$ cat src/rtl/div_pkg.sv
// rtl/div_pkg.sv - shared widths and FSM state type for the sequential restoring divider
//
// Contents:
//   DEF_DIVIDEND_W  default dividend / quotient width
//   DEF_DIVISOR_W   default divisor / remainder width
//   DEF_CNT_W       bit-counter width for the default dividend width
//   state_e         IDLE / RUN / DONE
package div_pkg;

    localparam int DEF_DIVIDEND_W = 8;
    localparam int DEF_DIVISOR_W  = 4;
    localparam int DEF_CNT_W      = $clog2(DEF_DIVIDEND_W);

    typedef enum logic [1:0] {
        ST_IDLE = 2'd0,
        ST_RUN  = 2'd1,
        ST_DONE = 2'd2
    } state_e;

endpackage

$ cat src/rtl/div_step.sv
// rtl/div_step.sv - one combinational restoring-division step
//
// Ports:
//   rem_i      partial remainder entering the step
//   bit_i      next dividend bit, MSB first
//   divisor_i  divisor
//   rem_o      partial remainder leaving the step
//   qbit_o     quotient bit produced by the step
module div_step #(
    parameter int DIVISOR_W = 4
) (
    input  logic [DIVISOR_W-1:0] rem_i,
    input  logic                 bit_i,
    input  logic [DIVISOR_W-1:0] divisor_i,
    output logic [DIVISOR_W-1:0] rem_o,
    output logic                 qbit_o
);

    logic [DIVISOR_W:0] trial;
    logic [DIVISOR_W:0] diff;
    logic               ge;

    always_comb begin
        trial  = {rem_i, bit_i};
        ge     = (trial >= {1'b0, divisor_i});
        diff   = trial - {1'b0, divisor_i};
        // When the subtraction succeeds the difference is below the divisor,
        // so it always fits back into the remainder width.
        rem_o  = ge ? diff[DIVISOR_W-1:0] : trial[DIVISOR_W-1:0];
        qbit_o = ge;
    end

endmodule

$ cat src/rtl/seq_restoring_divider.sv
// rtl/seq_restoring_divider.sv - sequential unsigned restoring divider, one quotient bit per clock
//
// Ports:
//   clk, rst      rising-edge clock, asynchronous active-high reset
//   start         request, honoured only in IDLE or DONE
//   dividend      dividend, captured on an accepted start
//   divisor       divisor, captured on an accepted start
//   busy          high while the FSM is in RUN
//   done          one-cycle pulse, quotient/remainder valid
//   quotient      registered result, held until the next accepted start completes
//   remainder     registered result, held until the next accepted start completes
//   div_by_zero   registered zero-divisor flag
//
// Build option DIV_ZERO_DETECT_EN: a zero divisor bypasses RUN and reports
// div_by_zero. Without it the zero divisor runs the full loop (which naturally
// yields all-ones quotient and dividend low bits as remainder) and
// div_by_zero is tied low.
module seq_restoring_divider
    import div_pkg::*;
#(
    parameter int DIVIDEND_W = DEF_DIVIDEND_W,
    parameter int DIVISOR_W  = DEF_DIVISOR_W
) (
    input  logic                  clk,
    input  logic                  rst,
    input  logic                  start,
    input  logic [DIVIDEND_W-1:0] dividend,
    input  logic [DIVISOR_W-1:0]  divisor,
    output logic                  busy,
    output logic                  done,
    output logic [DIVIDEND_W-1:0] quotient,
    output logic [DIVISOR_W-1:0]  remainder,
    output logic                  div_by_zero
);

    localparam int CNT_W = $clog2(DIVIDEND_W);

    state_e                  state_q, state_d;
    logic [CNT_W-1:0]        cnt_q, cnt_d;
    // Dividend bits shift out of the top while quotient bits shift in at the
    // bottom, so after the last step this register holds the quotient.
    logic [DIVIDEND_W-1:0]   work_q, work_d;
    logic [DIVISOR_W-1:0]    rem_q, rem_d;
    logic [DIVISOR_W-1:0]    dvs_q, dvs_d;
    logic [DIVIDEND_W-1:0]   quotient_q, quotient_d;
    logic [DIVISOR_W-1:0]    remainder_q, remainder_d;
`ifdef DIV_ZERO_DETECT_EN
    logic                    dbz_q, dbz_d;
`endif

    logic [DIVISOR_W-1:0]    step_rem;
    logic                    step_qbit;

    div_step #(
        .DIVISOR_W (DIVISOR_W)
    ) u_step (
        .rem_i     (rem_q),
        .bit_i     (work_q[DIVIDEND_W-1]),
        .divisor_i (dvs_q),
        .rem_o     (step_rem),
        .qbit_o    (step_qbit)
    );

    always_comb begin
        state_d     = state_q;
        cnt_d       = cnt_q;
        work_d      = work_q;
        rem_d       = rem_q;
        dvs_d       = dvs_q;
        quotient_d  = quotient_q;
        remainder_d = remainder_q;
`ifdef DIV_ZERO_DETECT_EN
        dbz_d       = dbz_q;
`endif
        case (state_q)
            ST_IDLE, ST_DONE: begin
                state_d = ST_IDLE;
                if (start) begin
                    work_d  = dividend;
                    dvs_d   = divisor;
                    rem_d   = '0;
                    cnt_d   = CNT_W'(DIVIDEND_W - 1);
                    state_d = ST_RUN;
`ifdef DIV_ZERO_DETECT_EN
                    dbz_d   = 1'b0;
                    if (divisor == '0) begin
                        state_d     = ST_DONE;
                        quotient_d  = '1;
                        remainder_d = dividend[DIVISOR_W-1:0];
                        dbz_d       = 1'b1;
                    end
`endif
                end
            end
            ST_RUN: begin
                work_d = {work_q[DIVIDEND_W-2:0], step_qbit};
                rem_d  = step_rem;
                cnt_d  = cnt_q - 1'b1;
                if (cnt_q == '0) begin
                    state_d     = ST_DONE;
                    quotient_d  = {work_q[DIVIDEND_W-2:0], step_qbit};
                    remainder_d = step_rem;
                end
            end
            default: state_d = ST_IDLE;
        endcase
    end

    always_ff @(posedge clk or posedge rst) begin
        if (rst) begin
            state_q     <= ST_IDLE;
            cnt_q       <= '0;
            work_q      <= '0;
            rem_q       <= '0;
            dvs_q       <= '0;
            quotient_q  <= '0;
            remainder_q <= '0;
        end else begin
            state_q     <= state_d;
            cnt_q       <= cnt_d;
            work_q      <= work_d;
            rem_q       <= rem_d;
            dvs_q       <= dvs_d;
            quotient_q  <= quotient_d;
            remainder_q <= remainder_d;
        end
    end

`ifdef DIV_ZERO_DETECT_EN
    always_ff @(posedge clk or posedge rst) begin
        if (rst) begin
            dbz_q <= 1'b0;
        end else begin
            dbz_q <= dbz_d;
        end
    end
    assign div_by_zero = dbz_q;
`else
    assign div_by_zero = 1'b0;
`endif

    assign busy      = (state_q == ST_RUN);
    assign done      = (state_q == ST_DONE);
    assign quotient  = quotient_q;
    assign remainder = remainder_q;

endmodule

$ cat config.mk
export PLATFORM = sky130hd
export DESIGN_NAME = seq_restoring_divider
export DESIGN_NICKNAME = d
export VERILOG_FILES = /design/src/rtl/div_pkg.sv /design/src/rtl/div_step.sv /design/src/rtl/seq_restoring_divider.sv
export SDC_FILE = /design/constraint.sdc
export NUM_CORES = 1
export LEC_CHECK = 0
export ABC_AREA = 0
export BUFFER_PORTS_ARGS = -buffer_cell sky130_fd_sc_hd__buf_2
export CORE_UTILIZATION = 50
export CTS_BUF_LIST = sky130_fd_sc_hd__clkbuf_4 sky130_fd_sc_hd__clkbuf_8 sky130_fd_sc_hd__clkbuf_16
export CTS_CLUSTER_DIAMETER = 200
export DETAILED_ROUTE_END_ITERATION = 7
export GPL_ROUTABILITY_DRIVEN = 0
export HOLD_SLACK_MARGIN = 0.02
export PLACE_DENSITY = 0.73
export SLEW_MARGIN = 10
export SYNTH_ARGS = -nofsm -noshare
export SYNTH_HDL_FRONTEND = slang
export SYNTH_SLANG_ARGS = --single-unit
export TNS_END_PERCENT = 5
$ cat constraint.sdc
create_clock -name clk -period 4.17 [get_ports clk]
set_input_delay 0.417 -clock clk [delete_from_list [all_inputs] [get_ports clk]]
set_output_delay 0.417 -clock clk [all_outputs]
set_load 0.01 [all_outputs]
### Yosys cells after proc, flatten, opt, wreduce, memory -nomap -nowiden

Cells that the tools add are included.

* add/subtract/negate cells: 2
* multiply operators: 0
* divide/modulo/power cells: 0
* $lt $le $gt $ge: 1
* equal/unequal tests: 4
* shifts and indexed selects: 0
* mux-type cells: 10
* bitwise operators: 0
* reduce and logical (&&, ||, !) cells: 7

Operator list (count)
* 8-bit case mux with 2 select lines: 1
* 4-bit 2-to-1 mux: 2
* 8-bit 2-to-1 mux: 1
* 4-bit case mux with 2 select lines: 1
* 3-bit case mux with 2 select lines: 1
* 2-bit AND reduction: 3
* 5-bit by 4-bit greater-or-equal comparator with 1-bit output: 1
* 2-bit case mux with 2 select lines: 1
* 4-bit subtractor: 1
* 3-bit logical NOT: 1
* 3-bit 2-to-1 mux: 1
* 3-bit by 1-bit subtractor with 3-bit output, second input constant: 1
* 2-bit by 1-bit == test with 1-bit output, second input constant: 1
* 2-bit == test, second input constant: 1
* 2-bit logical NOT: 1
* 2-bit 2-to-1 mux: 1
* 2-bit by 1-bit != test with 1-bit output, second input constant: 1
* 2-bit != test, second input constant: 1
* 2-bit nonzero test: 1
* 2-bit OR reduction: 1
* 1-bit 2-to-1 mux: 1

* register bits after elaboration: 33
* bits in latches: 0
* bits in writable memories: 0
* bits in read-only memories: 0
* input bits: 15
* output and inout bits: 15
* memories: 0

### Longest topological paths before layout

* depth in word-level cells: 4
* mapped depth: 8

### Modules after synthesis

From an unflattened synthesis, not the netlist that was laid out.

* cell total of the unflattened synthesis: 151
* area total of the unflattened synthesis: 1804.2 um^2

Modules (own cells, without submodules)
* seq_restoring_divider: times used 1, cells an instance 123, area an instance 1580.3 um^2, sequential area each 825.8 um^2
* div_step: times used 1, cells an instance 28, area an instance 224.0 um^2, sequential area each 0.0 um^2

### Least setup slack after synthesis

Ideal clock, no wire load.

* kind: reg2reg
* start point: register work_q[7]
* end point: register rem_q[2]
* library setup time: 0.134 ns
* arrival time: 1.417 ns
* data required time: 4.036 ns
* setup slack: 2.619 ns
* cell stages (with the launch flop): 8
* path buffers: 0
* cells stage by stage: dfrtp_1 inv_1 ha_1 inv_1 fa_1 xor2_1 nor3_1 o31ai_1

* cells in the longest elaborated chain, start to end: 3
* elaborated cells on any way between the ends: 4
* classes of those cells: 1 x add/sub; 1 x order compare; 2 x mux

Ends and longest elaborated chain
* start: declaration: RTL line seq_restoring_divider.sv:42 `logic [DIVIDEND_W-1:0] work_q, work_d;`
* start signal: assignment: RTL line seq_restoring_divider.sv:121 `work_q <= work_d;`
* 4-bit subtractor or 5-bit by 4-bit greater-or-equal comparator with 1-bit output (tied branches): RTL line div_step.sv:26, div_step.sv:25
* 4-bit 2-to-1 mux *: RTL line div_step.sv:29 `rem_o = ge ? diff[DIVISOR_W-1:0] : trial[DIVISOR_W-1:0];`
* 4-bit case mux with 2 select lines *: RTL line seq_restoring_divider.sv:75 `case (state_q)`
* end signal: assignment: RTL line seq_restoring_divider.sv:122 `rem_q <= rem_d;`
* end: declaration: RTL line seq_restoring_divider.sv:43 `logic [DIVISOR_W-1:0] rem_q, rem_d;`

Every way passes the cells marked *; elsewhere a longest branch is shown, timed or not.
A chain may end at the register's enable or synchronous reset.

### Worst setup path in the final report

* start point: register state_q[1]
* end point: output port busy

* cells in the longest elaborated chain, start to end: 1

Ends and longest elaborated chain
* start: declaration: RTL line seq_restoring_divider.sv:38 `state_e state_q, state_d;`
* start signal: assignment: RTL line seq_restoring_divider.sv:119 `state_q <= state_d;`
* 2-bit by 1-bit == test with 1-bit output: RTL line seq_restoring_divider.sv:142 `assign busy = (state_q == ST_RUN);`
* end: declaration: RTL line seq_restoring_divider.sv:29 `output logic busy,`

No other way between the ends.

==> results by group <==
Status
  • Status: completed

Detailed routing
  • Via density: roughly 5.3
  • Drt initial violations: 30
  • WL final: 3.397 mm
  • First-pass detailed-route iteration total: 4
  • Remaining DRCs: 0
  • Vias: 1302
  • WL/cell: 13.92 um
  • Routed Antenna Nets: 0

Cells and area
  • Nets: 221
  • Layout cell share with drive strength beyond 1: 0.2400
  • Core Util, Final: 0.6123
  • Sequential Area: 825.8 um^2
  • Multi-input gate area: 704.4 um^2
  • N_diodes: 0
  • FILL cells: about 280
  • P&R area growth vs syn: 16.17%

Timing
  • Worst slew pin tran: 0.6831 ns
  • Final slew viol count: 0
  • Fmax: 560.5 MHz
  • Clock Skew: around 0.012 ns
  • Final Critical Period: 1.784 ns
  • Final hold violation count: 0
  • Relative slew slack: 0.5437
  • Final worst-path cycle share: 0.4279
  • Final Setup Violations: 0
  • RSZ-0062 raised after global routing: false
  • TNS Setup: 0 ns

Yosys
  • Sequential cell area fraction in the yosys report: 0.5132
  • Synth Flop Type: dfrtp_1
  • Synth Register Bits: 33
  • Area contributors post-synth: dfrtp_1 (51%), nand2_1 (8.9%), ha_1 (4.7%), nor2_1 (3.7%), inv_1 (2.6%)
  • Cells after Synth: 169
  • Post-synthesis cell type count: 39
  • Synth top area share: 0.5132
  • Synth Cell Area: about 0.0016 mm^2
  • Synth Area per Inst: approximately 9.5 um^2
  • EDFF count, synth: 0
  • Area leader, netlist: dfrtp_1
  • Synth warnings: 0
  • Async set-reset flop share out of synthesis: 1.000
  • Syn Nets: 191

Flow run
  • MaxCap Viol Count: 0

Setup path
  • Startpoint Class: flip-flop
  • Cell family contributing the most delay on the critical path: flip-flops
  • FF-to-FF Start: work_q[7]
  • Critical Path RT: about 3.8 ns
  • Crit path capture type: primary output
  • R2r setup slk: about 2.4 ns
  • R2R cell count: 7
  • FF-to-FF End: remainder[2]
  • Arrival @ worst endpoint: 1.37 ns
  • Slowest cell on the critical path: dfrtp_1
  • CP bufs+invs: 2
  • CP Cell Sequence: nand2b_2, inv_4, buf_2
  • Crit Path Class: flip-flop to primary output
  • Worst path max stage delay: 0.38 ns
  • CP max FO: 14

Global route
  • First-pass GRT wire length: between 5 and 6 mm
  • Vias in the first global route: around 1300
  • Total grt overflow: 0
  • Largest net degree at the start of global routing: 34
  • Initial antenna violation count: 0
  • Global Route Usage Sum: 0.2255

Power and ir drop
  • PwrDens: 910.3 mW/mm^2
  • VDD IR max: around 0.00041 V
  • Leakage: 0.9172 nW

Clock tree
  • CTS Hold Bufs: 0
  • Clock Latency Late Sink: 0.34 ns
  • Root buf cell: clkbuf_4
  • Total CTS buffers: 5
  • Clk buf depth: 2
  • Setup Fix Bufs, Post-CTS: 0
  • Resize count post-CTS: 0
  • # H-tree levels: 2
  • Clk slew on worst S/H paths: 0.10 ns
  • Clock tree from TritonCTS: done
  • CTS Sinks: 33

Floorplanning
  • Die Area: 0.003449 mm^2
  • Io pins: 30
  • Core Box Area: 0.003053 mm^2
  • Chip Width: 58.73 um
  • Row count: 20
  • Initial Util: 0.5270
  • Die height: 58.73 um

Placement
  • Post-DP HPWL: 2.487 mm
  • Buffers added on ports: 28

Min path
  • Min-delay worst type: input port to async pin
[layout by cell type (no fill, tap or decap), drive strengths merged]
| cell | n |
|---|---|
| nand2 | 39 |
| dfrtp | 33 |
| buf | 29 |
| nor2 | 16 |
| inv | 12 |
| o21ai | 10 |
| clkbuf | 7 |
| o22ai | 6 |
| ha | 6 |
| a21oi | 6 |
| nor2b | 4 |
| nand3 | 3 |
| o31ai | 3 |
| nand2b | 3 |
| and2 | 2 |
| nor3 | 2 |
| nand4 | 2 |
| o211ai | 2 |
| a22oi | 2 |
| o21a | 2 |
| nor4 | 1 |
| a31o | 1 |
| o41ai | 1 |
| a21o | 1 |
| and3 | 1 |
| xor2 | 1 |
| a32o | 1 |
| a31oi | 1 |
| fa | 1 |
| conb | 1 |
| bufinv | 1 |
[synth_stat cells (2+ instances only)]
| cell | instances |
|---|---|
| a21oi_1 | 5 |
| a22oi_1 | 2 |
| and2_1 | 2 |
| buf_4 | 2 |
| clkbuf_1 | 2 |
| dfrtp_1 | 33 |
| ha_1 | 6 |
| inv_1 | 11 |
| nand2_1 | 38 |
| nand2b_1 | 2 |
| nand3_1 | 3 |
| nand4_1 | 2 |
| nor2_1 | 16 |
| nor2b_1 | 4 |
| nor3_1 | 2 |
| o211ai_1 | 2 |
| o21ai_0 | 7 |
| o21ai_2 | 2 |
| o22ai_1 | 6 |
| o31ai_1 | 3 |
[through the flow]
step | instances | setup WS [ns] | power, mW | hold WS, ns | area [um^2]
after floorplan | 169 | 2.619 | 1.216 | 0.4396 | 1609
after global placement | 236 | 2.337 | 1.419 | 0.4538 | 1780
after detailed placement | 236 | 2.379 | 1.444 | 0.4566 | 1780
after CTS | 244 | 2.369 | 1.707 | 0.1391 | 1869
after global routing | 244 | 2.289 | 1.837 | 0.1644 | 1869
final | 244 | 2.386 | 1.702 | 0.1321 | 1869
[report_power, final]
| part | switching (mW) | internal (mW) | leakage, nW |
|---|---|---|---|
| logic | 0.518 | 0.337 | 0.483 |
| clock network | 0.109 | 0.150 | 0.0489 |
| registers | 0.104 | 0.484 | 0.385 |
| total | 0.731 | 0.970 | 0.917 |
[cells by family (layout without fill, tap and decap cells)]
| family | count (synthesis) | after routing | synth area share |
|---|---|---|---|
| other | 1 | 1 | 0.002331 |
| AOI/OAI and AO/OA | 36 | 36 | 0.1641 |
| and+or+nand+nor | 73 | 73 | 0.2068 |
| adders and majority gates | 7 | 7 | 0.05910 |
| xor gates and xnor gates | 1 | 1 | 0.005444 |
| buffers and inverters | 18 | 49 | 0.04899 |
| DFF | 33 | 33 | 0.5132 |
[routing by layer]
| metal | GRT usage | share of wire |
|---|---|---|
| met3 | 0.07253 | 0.062 |
| met5 | 0 | 0 |
| met1 | 0.2744 | 0.43 |
| met2 | 0.3555 | 0.48 |
| met4 | 0.1224 | 0.025 |
[tightest hold or removal path, stage by stage]
cell and delay (ns):
buf_2 0.09, inv_1 0.04, buf_4 0.36
[state kept, by name (all words and copies together) (netlist names)]
| register | cells |
|---|---|
| cnt_q | 3 |
| dvs_q | 4 |
| quotient | 8 |
| rem_q | 4 |
| remainder | 4 |
| state_q | 2 |
| work_q | 8 |
[layout make-up]
cell class	instances	area share
flip-flops and latches	33	0.4418
clock buffers	7	0.03146
clock inverters	1	0.01606
inverters	12	0.02544
repair buffers	29	0.07898
well taps	44	0.02945
multi-input cells	118	0.3768
[worst max-delay path by stage]
| stage | from | endpoint | slack, ns | cells past startpoint |
|---|---|---|---|---|
| 3_3_place_gp | start | work_q[0] | 2.34 | 5 |
| 6_report | state_q[1] | busy | 2.39 | 3 |
| 3_5_place_dp | start | work_q[0] | 2.38 | 5 |
| 4_1_cts | state_q[1] | busy | 2.37 | 3 |
| 5_1_grt | state_q[0] | work_q[0] | 2.29 | 4 |
| 2_1_floorplan | work_q[7] | rem_q[2] | 2.62 | 7 |
(Power assumes the default switching activity.)
